File: config.mk
export PLATFORM = sky130hd
export DESIGN_NAME = remote_stp_jtag_shifter_flat
export DESIGN_NICKNAME = d
export VERILOG_FILES = /design/src/rtl/remote_stp_pkg.sv /design/src/rtl/remote_stp_jtag_shifter_if.sv /design/src/rtl/remote_stp_tck_div.sv /design/src/rtl/remote_stp_jtag_shifter.sv /design/src/flat_wrapper.sv
export SDC_FILE = /design/constraint.sdc
export NUM_CORES = 1
export LEC_CHECK = 0
export BUFFER_PORTS_ARGS = -buffer_cell sky130_fd_sc_hd__buf_2
export CAP_MARGIN = 30
export CORE_MARGIN = 1.5
export CORE_UTILIZATION = 55
export DETAILED_ROUTE_END_ITERATION = 12
export PLACE_DENSITY_LB_ADDON = 0.08
export SKIP_LAST_GASP = 1
export SLEW_MARGIN = 20
export SYNTH_ARGS = -nofsm -noshare
export SYNTH_HDL_FRONTEND = slang
export SYNTH_HIERARCHICAL = 1
export SYNTH_SLANG_ARGS = --single-unit
File: constraint.sdc
create_clock -name clk -period 3.2 [get_ports clk]
set_input_delay 0.64 -clock clk [delete_from_list [all_inputs] [get_ports clk]]
set_output_delay 0.64 -clock clk [all_outputs]
set_load 0.005 [all_outputs]
File: src/rtl/remote_stp_pkg.sv
// Shared types and constants for the remote-STP JTAG shift engine.
package remote_stp_pkg;

    localparam int MAX_BITS = 32;
    localparam int LEN_W    = 6;
    localparam int IDX_W    = 5;

    typedef enum logic [1:0] {
        S_IDLE,
        S_SHIFT_LO,
        S_SHIFT_HI,
        S_RESP
    } t_jtag_shift_state;

    typedef struct packed {
        logic [31:0] cmds_done;
        logic [31:0] bits_shifted;
    } t_remotestp_status;

    function automatic logic [LEN_W-1:0] clamp_len(input logic [LEN_W-1:0] len, input int max_bits);
        return (int'(len) > max_bits) ? LEN_W'(max_bits) : len;
    endfunction

endpackage

File: src/rtl/remote_stp_jtag_shifter_if.sv
// Command/response handshake bundle between the CSR front end and the JTAG shift engine.
interface remote_stp_jtag_shifter_if;
    import remote_stp_pkg::*;

    logic                cmd_valid;
    logic                cmd_ready;
    logic [LEN_W-1:0]    cmd_len;
    logic [MAX_BITS-1:0] cmd_tms;
    logic [MAX_BITS-1:0] cmd_tdi;
    logic                cmd_parity;
    logic                rsp_valid;
    logic                rsp_ready;
    logic [MAX_BITS-1:0] rsp_tdo;
    logic                rsp_err;

    modport master (
        output cmd_valid, cmd_len, cmd_tms, cmd_tdi, cmd_parity, rsp_ready,
        input  cmd_ready, rsp_valid, rsp_tdo, rsp_err
    );

    modport slave (
        input  cmd_valid, cmd_len, cmd_tms, cmd_tdi, cmd_parity, rsp_ready,
        output cmd_ready, rsp_valid, rsp_tdo, rsp_err
    );

endinterface

File: src/rtl/remote_stp_tck_div.sv
// TCK half-period timer: strobes lo_done/hi_done on the last clk cycle of each TCK phase.
module remote_stp_tck_div #(
    parameter int TCK_DIV = 2
) (
    input  logic clk,
    input  logic rst_n,
    input  logic run,
    input  logic phase_hi,
    output logic lo_done,
    output logic hi_done
);
    import remote_stp_pkg::*;

    localparam int CNT_W = (TCK_DIV > 1) ? $clog2(TCK_DIV) : 1;

    logic [CNT_W-1:0] cnt_q, cnt_d;
    logic             at_end;

    assign at_end  = (cnt_q == CNT_W'(TCK_DIV - 1));
    assign lo_done = run && !phase_hi && at_end;
    assign hi_done = run &&  phase_hi && at_end;

    // Counter restarts at every phase boundary so each phase lasts exactly TCK_DIV cycles.
    always_comb begin
        cnt_d = '0;
        if (run && !at_end) cnt_d = cnt_q + 1'b1;
    end

    always_ff @(posedge clk or negedge rst_n) begin
        if (!rst_n) cnt_q <= '0;
        else        cnt_q <= cnt_d;
    end

endmodule

File: src/rtl/remote_stp_jtag_shifter.sv
// Command-driven JTAG shift engine: divided TCK, LSB-first TMS/TDI shifting, TDO capture.
// Optional command-parity checking is built when REMOTE_STP_PARITY_EN is defined.
module remote_stp_jtag_shifter #(
    parameter int TCK_DIV  = 2,
    parameter int MAX_BITS = 32
) (
    input  logic                       clk,
    input  logic                       rst_n,
    remote_stp_jtag_shifter_if.slave   bus,
    output logic                       o_sr2pr_tck,
    output logic                       o_sr2pr_tckena,
    output logic                       o_sr2pr_tms,
    output logic                       o_sr2pr_tdi,
    input  logic                       i_pr2sr_tdo,
    output logic [63:0]                remotestp_status,
    output logic                       remotestp_parity_err
);
    import remote_stp_pkg::*;

    t_jtag_shift_state   state_q, state_d;
    logic [LEN_W-1:0]    len_q, len_d, len_clamp;
    logic [IDX_W-1:0]    idx_q, idx_d;
    logic [MAX_BITS-1:0] tms_vec_q, tms_vec_d, tdi_vec_q, tdi_vec_d, tdo_q, tdo_d;
    logic                tck_q, tck_d, tckena_q, tckena_d, tms_q, tms_d, tdi_q, tdi_d;
    logic                ready_q, ready_d;
    logic [31:0]         cmds_q, cmds_d, bits_q, bits_d;
    logic                accept, lo_done, hi_done, bad_parity;
    t_remotestp_status   status;

    assign len_clamp = clamp_len(bus.cmd_len, MAX_BITS);
    assign accept    = ready_q && bus.cmd_valid;

`ifdef REMOTE_STP_PARITY_EN
    logic err_q, err_d, perr_q, perr_d;

    assign bad_parity = bus.cmd_parity != (^{bus.cmd_len, bus.cmd_tms, bus.cmd_tdi});

    always_comb begin
        err_d  = err_q;
        perr_d = perr_q;
        if (accept) begin
            err_d  = bad_parity;
            perr_d = perr_q | bad_parity;
        end
    end

    always_ff @(posedge clk or negedge rst_n) begin
        if (!rst_n) begin
            err_q  <= 1'b0;
            perr_q <= 1'b0;
        end else begin
            err_q  <= err_d;
            perr_q <= perr_d;
        end
    end

    assign bus.rsp_err           = err_q;
    assign remotestp_parity_err  = perr_q;
`else
    assign bad_parity            = 1'b0;
    assign bus.rsp_err           = 1'b0;
    assign remotestp_parity_err  = 1'b0;
`endif

    remote_stp_tck_div #(.TCK_DIV(TCK_DIV)) u_tck_div (
        .clk      (clk),
        .rst_n    (rst_n),
        .run      ((state_q == S_SHIFT_LO) || (state_q == S_SHIFT_HI)),
        .phase_hi (state_q == S_SHIFT_HI),
        .lo_done  (lo_done),
        .hi_done  (hi_done)
    );

    always_comb begin
        state_d   = state_q;
        len_d     = len_q;
        idx_d     = idx_q;
        tms_vec_d = tms_vec_q;
        tdi_vec_d = tdi_vec_q;
        tdo_d     = tdo_q;
        tck_d     = tck_q;
        tckena_d  = tckena_q;
        tms_d     = tms_q;
        tdi_d     = tdi_q;
        cmds_d    = cmds_q;
        bits_d    = bits_q;
        case (state_q)
            S_IDLE: begin
                if (accept) begin
                    len_d     = len_clamp;
                    tms_vec_d = bus.cmd_tms;
                    tdi_vec_d = bus.cmd_tdi;
                    idx_d     = '0;
                    tdo_d     = '0;
                    if (bad_parity || (len_clamp == '0)) begin
                        state_d = S_RESP;
                    end else begin
                        tms_d    = bus.cmd_tms[0];
                        tdi_d    = bus.cmd_tdi[0];
                        tckena_d = 1'b1;
                        state_d  = S_SHIFT_LO;
                    end
                end
            end
            S_SHIFT_LO: begin
                if (lo_done) begin
                    tdo_d[idx_q] = i_pr2sr_tdo;
                    tck_d        = 1'b1;
                    state_d      = S_SHIFT_HI;
                end
            end
            S_SHIFT_HI: begin
                if (hi_done) begin
                    idx_d  = idx_q + 1'b1;
                    bits_d = bits_q + 32'd1;
                    tck_d  = 1'b0;
                    // TMS/TDI only move together with the falling TCK edge.
                    if ({1'b0, idx_q} == (len_q - 6'd1)) begin
                        tckena_d = 1'b0;
                        state_d  = S_RESP;
                    end else begin
                        tms_d   = tms_vec_q[idx_q + 1'b1];
                        tdi_d   = tdi_vec_q[idx_q + 1'b1];
                        state_d = S_SHIFT_LO;
                    end
                end
            end
            S_RESP: begin
                if (bus.rsp_ready) begin
                    cmds_d  = cmds_q + 32'd1;
                    state_d = S_IDLE;
                end
            end
            default: state_d = S_IDLE;
        endcase
        ready_d = (state_d == S_IDLE);
    end

    always_ff @(posedge clk or negedge rst_n) begin
        if (!rst_n) begin
            state_q   <= S_IDLE;
            len_q     <= '0;
            idx_q     <= '0;
            tms_vec_q <= '0;
            tdi_vec_q <= '0;
            tdo_q     <= '0;
            tck_q     <= 1'b0;
            tckena_q  <= 1'b0;
            tms_q     <= 1'b0;
            tdi_q     <= 1'b0;
            ready_q   <= 1'b0;
            cmds_q    <= '0;
            bits_q    <= '0;
        end else begin
            state_q   <= state_d;
            len_q     <= len_d;
            idx_q     <= idx_d;
            tms_vec_q <= tms_vec_d;
            tdi_vec_q <= tdi_vec_d;
            tdo_q     <= tdo_d;
            tck_q     <= tck_d;
            tckena_q  <= tckena_d;
            tms_q     <= tms_d;
            tdi_q     <= tdi_d;
            ready_q   <= ready_d;
            cmds_q    <= cmds_d;
            bits_q    <= bits_d;
        end
    end

    assign bus.cmd_ready      = ready_q;
    assign bus.rsp_valid      = (state_q == S_RESP);
    assign bus.rsp_tdo        = tdo_q;
    assign o_sr2pr_tck        = tck_q;
    assign o_sr2pr_tckena     = tckena_q;
    assign o_sr2pr_tms        = tms_q;
    assign o_sr2pr_tdi        = tdi_q;
    assign status.cmds_done    = cmds_q;
    assign status.bits_shifted = bits_q;
    assign remotestp_status   = status;

endmodule
File: src/flat_wrapper.sv
// flat-port wrapper written by rule: the top's interface ports become plain ports
module remote_stp_jtag_shifter_flat import remote_stp_pkg::*;
#(
    parameter int TCK_DIV  = 2,
    parameter int MAX_BITS = 32
)
  (clk, rst_n, o_sr2pr_tck, o_sr2pr_tckena, o_sr2pr_tms, o_sr2pr_tdi, i_pr2sr_tdo, remotestp_status, remotestp_parity_err, bus_cmd_valid, bus_cmd_len, bus_cmd_tms, bus_cmd_tdi, bus_cmd_parity, bus_rsp_ready, bus_cmd_ready, bus_rsp_valid, bus_rsp_tdo, bus_rsp_err);
  remote_stp_jtag_shifter_if bus_i ();
  input  logic clk;
  input  logic rst_n;
  output logic o_sr2pr_tck;
  output logic o_sr2pr_tckena;
  output logic o_sr2pr_tms;
  output logic o_sr2pr_tdi;
  input  logic i_pr2sr_tdo;
  output logic [63:0] remotestp_status;
  output logic remotestp_parity_err;
  input wire logic [$bits(bus_i.cmd_valid)-1:0] bus_cmd_valid;
  input wire logic [$bits(bus_i.cmd_len)-1:0] bus_cmd_len;
  input wire logic [$bits(bus_i.cmd_tms)-1:0] bus_cmd_tms;
  input wire logic [$bits(bus_i.cmd_tdi)-1:0] bus_cmd_tdi;
  input wire logic [$bits(bus_i.cmd_parity)-1:0] bus_cmd_parity;
  input wire logic [$bits(bus_i.rsp_ready)-1:0] bus_rsp_ready;
  output wire logic [$bits(bus_i.cmd_ready)-1:0] bus_cmd_ready;
  output wire logic [$bits(bus_i.rsp_valid)-1:0] bus_rsp_valid;
  output wire logic [$bits(bus_i.rsp_tdo)-1:0] bus_rsp_tdo;
  output wire logic [$bits(bus_i.rsp_err)-1:0] bus_rsp_err;
  assign bus_i.cmd_valid = bus_cmd_valid;
  assign bus_i.cmd_len = bus_cmd_len;
  assign bus_i.cmd_tms = bus_cmd_tms;
  assign bus_i.cmd_tdi = bus_cmd_tdi;
  assign bus_i.cmd_parity = bus_cmd_parity;
  assign bus_i.rsp_ready = bus_rsp_ready;
  assign bus_cmd_ready = bus_i.cmd_ready;
  assign bus_rsp_valid = bus_i.rsp_valid;
  assign bus_rsp_tdo = bus_i.rsp_tdo;
  assign bus_rsp_err = bus_i.rsp_err;
  remote_stp_jtag_shifter #(.TCK_DIV(TCK_DIV), .MAX_BITS(MAX_BITS)) u_core (.clk(clk), .rst_n(rst_n), .bus(bus_i), .o_sr2pr_tck(o_sr2pr_tck), .o_sr2pr_tckena(o_sr2pr_tckena), .o_sr2pr_tms(o_sr2pr_tms), .o_sr2pr_tdi(o_sr2pr_tdi), .i_pr2sr_tdo(i_pr2sr_tdo), .remotestp_status(remotestp_status), .remotestp_parity_err(remotestp_parity_err));
endmodule
# Word level (Yosys, flattened, before mapping)
# Cells that the tools add are included.
# totals
register_bits	179
latchBits	0
ramBits	0
mem_bits_ro	0
input_bits	76
output_inout_bits	104
wordCells	97
memories	0
# classes
n_addsub	5
multipliers	0
div	0
order_cmp	4
eq_ne	10
n_shift	0
mux	40
n_bitwise	0
n_reduce_logical	24
# op_table
op	n
32-bit by 1-bit adder with 32-bit output, second input constant	2
32-bit two-way mux	2
32-bit one-hot mux with 2 select lines	1
32-bit bitwise mux	1
1-bit two-way mux	18
5-bit by 6-bit less-than comparator with 1-bit output, second input constant	2
2-bit two-way mux	6
1-bit binary-select mux with 5-bit select	2
5-bit two-way mux	2
5-bit one-hot mux with 2 select lines	1
5-bit AND reduction	2
3-bit AND reduction	3
2-bit by 1-bit != test with 1-bit output, second input constant	4
1-bit one-hot mux with 2 select lines	4
2-bit one-hot mux with 4 select lines	1
1-bit logical AND	7
5-bit by 6-bit == test with 1-bit output	1
6-bit > comparator, second input constant	1
6-bit logical NOT	1
6-bit two-way mux	1
2-bit AND reduction	3
2-bit nonzero test	3
6-bit by 1-bit subtractor with 6-bit output, second input constant	1
5-bit by 1-bit adder with 5-bit output, second input constant	1
9 further kinds	13

# Depth between registers and ports, before layout
# logic_depth
ltp_word	7
depth_mapped	10
mapped_depth_nobuf	9

# Hierarchy
# The synthesis kept the hierarchy.
# by_module_without_submodules
mod	n_inst	cells_each	area_per_inst_um2	seq_area_each_um2
remote_stp_jtag_shifter	1	712	8511.9	4454.3
remote_stp_tck_div	1	4	51.3	25.0

# Worst setup path after synthesis
# Ideal clock, no wire load.
# synth_timing
kind	register to register
start	reg u_core.idx_q[0]
end	reg u_core.tms_q (netlist: u_core/o_sr2pr_tms)
setup_time_ns	0.125
t_arrival_ns	2.449
required_ns	3.075
path_slack_ns	0.627
path_stages_with_launch	10
path_buffers	2
period_less_slack_ns	2.573
cell_sequence	dfrtp_1 > inv_2 > ha_1 > buf_4 > buf_6 > mux4_2 > mux2_2 > a22oi_1 > a41oi_1 > mux2_2
# synth_via
elab_chain_len	6
elab_cells_between_ends	9
cone_classes	add/sub (1); eq/ne (2); mux (5); reduce/logical (1)
# synth_rtl
element	line_no	source
from (decl)	remote_stp_jtag_shifter.sv:22	logic [IDX_W-1:0] idx_q, idx_d;
from (signal assigned)	remote_stp_jtag_shifter.sv:157	idx_q <= idx_d;
5-bit by 1-bit adder with 5-bit output	remote_stp_jtag_shifter.sv:122	tms_d = tms_vec_q[idx_q + 1'b1];
1-bit binary-select mux with 5-bit select	remote_stp_jtag_shifter.sv:122	
1-bit two-way mux (implied by the code)	remote_stp_jtag_shifter.sv:122	
1-bit two-way mux	remote_stp_jtag_shifter.sv:118	if ({1'b0, idx_q} == (len_q - 6'd1)) begin
1-bit two-way mux	remote_stp_jtag_shifter.sv:113	if (hi_done) begin
1-bit one-hot mux with 2 select lines	remote_stp_jtag_shifter.sv:87	case (state_q)
to (signal assigned)	remote_stp_jtag_shifter.sv:163	tms_q <= tms_d;
to (decl)	remote_stp_jtag_shifter.sv:24	logic tck_q, tck_d, tckena_q, tckena_d, tms_q, tms_d, tdi_q, tdi_d;
# Several ways; a longest one is shown, not always the timed one. The select of a mux whose other input is x is not followed.
# A chain may end at the register's enable or synchronous reset.

# Final worst setup path
# layout_timing
start	reg u_core.state_q[0]
end	reg u_core.tdo_q[11] (netlist: u_core/bus.rsp_tdo[11])
# layout_via
elab_chain_len	6
elab_cells_between_ends	12
cone_classes	eq/ne (4); mux (1); reduce/logical (7)
# layout_rtl
element	line_no	source
from (decl)	remote_stp_jtag_shifter.sv:20	t_jtag_shift_state state_q, state_d;
from (signal assigned)	remote_stp_jtag_shifter.sv:155	state_q <= state_d;
2-bit by 1-bit == test with 1-bit output / 2-bit == test (equally long branches)	remote_stp_jtag_shifter.sv:68, remote_stp_jtag_shifter.sv:69	
1-bit logical OR / 1-bit logical NOT (equally long branches)	remote_stp_jtag_shifter.sv:68, remote_stp_tck_div.sv:20	
1-bit logical AND (*) (2 in a row)	remote_stp_tck_div.sv:20	assign lo_done = run && !phase_hi && at_end;
net u_core.lo_done	remote_stp_jtag_shifter.sv:27	logic accept, lo_done, hi_done, bad_parity;
2-bit by 1-bit != test with 1-bit output (no source line) (*)	-	
3-bit AND reduction (no source line) (*)	-	
to (signal assigned)	remote_stp_jtag_shifter.sv:160	tdo_q <= tdo_d;
to (decl)	remote_stp_jtag_shifter.sv:23	logic [MAX_BITS-1:0] tms_vec_q, tms_vec_d, tdi_vec_q, tdi_vec_d, tdo_q, tdo_d;
# The timed path passes the listed nets; every way through them passes the cells marked *.

==> metrics.txt <==
post-CTS setup buffer count 0; setup violators final 0; final clock skew about 0.0076 ns; # IOs 180; outcome finished clean; Synth Cell Area 0.008563 mm^2; Switching Share roughly 30%; Clk Latency, worst-skew pair between 0.4 and 0.5 ns; Clock power frac about 29%; initial DRC count between 200 and 300; Synth Area in Adders 1.607%; Max VDD drop 0.4597 mV; most frequent cells after synthesis dfrtp_1 (179), mux2_2 (89), nand2_1 (82), xnor2_1 (47), nand3_1 (35); Cell Int Power approximately 0.0051 W; initial antenna violation count 0; Final Critical Period between 2 and 3 ns; routed wire length 18700 um; first-pass GRT wire length between 30000 and 40000 um; Worst path slowest cell nor2_1; Final TNS setup 0 ns; Async SR Flop Fraction between 90% and 100%; Worst Path Max Fanout 13; CP max stage delay roughly 0.66 ns; Die Area about 0.016 mm^2; xor/xnor share of the synthesized area about 7.6%; kind of critical path flip-flop to flip-flop; largest net degree at the start of global routing between 80 and 90; via-per-instance ratio about 5.7; Synth top area share roughly 52%; Setup crit end kind flip-flop; NetSw between 0.002 and 0.0025 W; Comb power frac 28.2%; post-synthesis mux area share 16.07%; Max-Slew Margin vs Limit around two fifths; clock root buffer clkbuf_16; Starting Density a little under three fifths; GRT Util Overall 23.56%; clk buf depth 2; final worst-path cycle share a little over four fifths; R2R Setup Slk approximately 0.52 ns; CTS Buf Count 17; htree depth 4; clock sink count between 150 and 200; final slew viol count 0; Port Buffers roughly 180; core footprint approximately 0.015 mm^2; most instantiated library cell after synthesis dfrtp_1; post-synthesis compound-gate area fraction roughly 7.3%; worst slew pin tran 0.8932 ns; Hold WS approximately 0.27 ns; total gr overflow 0; Simple-Gate Fraction of Synth Area about 13%; Layout Utilization between 60% and 70%; post-DR wirelength/cell approximately 17 um; Worst Path Required 3.55 ns; CTS tree done; Worst setup SP type flip-flop; distinct cell type count after synthesis 55; largest family of logic cells by synthesized area multiplexers; nets@finish roughly 980; Post-CTS Resized 0; number of synthesized flops with an enable pin 0; top post-synthesis cells by area dfrtp_1 (52%), mux2_2 (12%), xnor2_1 (4.8%); Antenna Nets Post-Route 0; TritonRoute pass-1 iters 5; RSZ-0062 raised after global routing false; synth warn 6; CP arrival between 3 and 4 ns; cts hold-fix bufs 0; DR vias slightly above 6000; max-cap violation count 0; CP Cell Sequence inv_1, ha_1, buf_4, and3b_2, inv_1, a211o_1, nor2_1, mux2_2, a22o_1; synthesis-to-layout area growth 20.00%; die height between 100 and 150 um; row count 45; hold violation count in the final report 0; Seq/Total Area, Yosys between 50% and 60%; Final Power 0.007341 W; DP HPWL 13020 um; Cells after Synth between 700 and 800; pwr/cell area 714.4 mW/mm^2; Avg Inst Size Synth around 12 um^2; most area-hungry cell type in the Yosys netlist dfrtp_1; fmax 0.3733 GHz; Leakage 4.949 nW; clock slew at reported path FFs around 0.070 ns; die span in x around 130 um; sequential share of power between 40% and 50%; number of global-route vias before repair about 6000; share of layout cells above drive strength 1 between 30 and 40%; Top FF cell, synth dfrtp_1; #FFs+latches synth 179; Hold/Removal Path Class input pin to async pin; GPL Wtd Cong about 0.8; Residual DRC 0; ANT cells 0; most used cell, CP inv_1
==> per-layer routing <==
layer | up-vias | track usage [%] | routed length, um | part of all wire, %
li1 | 2902 | - | - | -
met1 | 3046 | 30.57 | 8079 | 43
met2 | 190 | 39.22 | 9361 | 50
met3 | 25 | 5.008 | 958 | 5.1
met4 | 0 | 8.658 | 301 | 1.6
met5 | - | 0 | 0 | 0
==> placed cells by master (no fill, tap or decap), drive strengths merged, types with 17 or more instances in the layout <==
cell type,synthesis,routed
xor2,26,26
nand3,35,35
buf,16,189
xnor2,47,47
mux2,89,89
clkbuf,20,17
nor2,29,29
dfrtp,179,179
o31ai,18,18
a22o,34,34
nand2,82,82
==> cell families (layout without fill, tap and decap cells) <==
family	Yosys count	count (layout)
other	1	2
muxes	106	106
and+or+nand+nor	217	217
buffers and inverters	46	231
AOI/OAI and AO/OA	83	83
xor gates and xnor gates	73	73
DFF	179	179
adders and majority gates	11	11
==> state kept, by name, summed over array words and instances, names as in the netlist <==
name,count
u_core/bits_q,32
u_core/bus.rsp_tdo,32
u_core/cmds_q,32
u_core/tdi_vec_q,32
u_core/tms_vec_q,32
u_core/len_q,6
u_core/idx_q,5
u_core/state_q,2
u_core/bus.cmd_ready,1
u_core/o_sr2pr_tck,1
u_core/o_sr2pr_tckena,1
u_core/o_sr2pr_tdi,1
u_core/o_sr2pr_tms,1
u_core/u_tck_div/at_end,1
==> power by group through the flow <==
| stage | Clock (W) | Sequential [W] | Combinational (W) |
|---|---|---|---|
| after detailed placement | 0 | 0.00317 | 0.00207 |
| after global placement | 0 | 0.00312 | 0.00198 |
| final | 0.00214 | 0.00313 | 0.00207 |
| after CTS | 0.00218 | 0.00313 | 0.00208 |
| after global routing | 0.00226 | 0.00320 | 0.00227 |
| after floorplan | 0 | 0.00306 | 0.00158 |
==> critical path, delay by kind of cell, from the launching register on <==
| kind | cells | cell delay, ns |
|---|---|---|
| and+or+nand+nor | 2 | 0.91 |
| buffers and inverters | 3 | 0.34 |
| DFF | 1 | 0.40 |
| adders and majority gates | 1 | 0.21 |
| muxes | 1 | 0.29 |
| AOI/OAI and AO/OA | 2 | 0.47 |
==> stage by stage <==
step                setup WS, ns  instances  cell area, um^2
floorplan                 0.6268        717             8567
global placement          0.6270       1058             9671
detailed placement        0.5718       1058             9671
CTS                       0.5493       1090            10280
global route              0.3121       1090            10280
finish                    0.5212       1090            10280
==> layout make-up <==
cell class                      instances  area [um^2]
Clock inverter                         15        180.2
Sequential cell                       179         4479
Tap cell                              188        235.2
Timing Repair Buffer                  189         1022
Inverter                               10        37.54
Clock buffer                           17        425.4
Fill cell                            1176         4926
Multi-Input combinational cell        492         3896
==> final timing paths <==
kind                       depth (start not counted)         startpoint                     end
min in group clk                                   2    bus_cmd_tdi[19]    u_core/tdi_vec_q[19]
hold / removal                                     1              rst_n       u_core/cmds_q[31]
setup reg to reg                                   9  u_core/state_q[0]  u_core/bus.rsp_tdo[11]
max in group asynchronous                          2              rst_n        u_core/bits_q[4]
setup / recovery                                   9  u_core/state_q[0]  u_core/bus.rsp_tdo[11]
hold reg to reg                                    1  u_core/cmds_q[31]       u_core/cmds_q[31]
No activity file was read; power rests on OpenSTA's default activity.
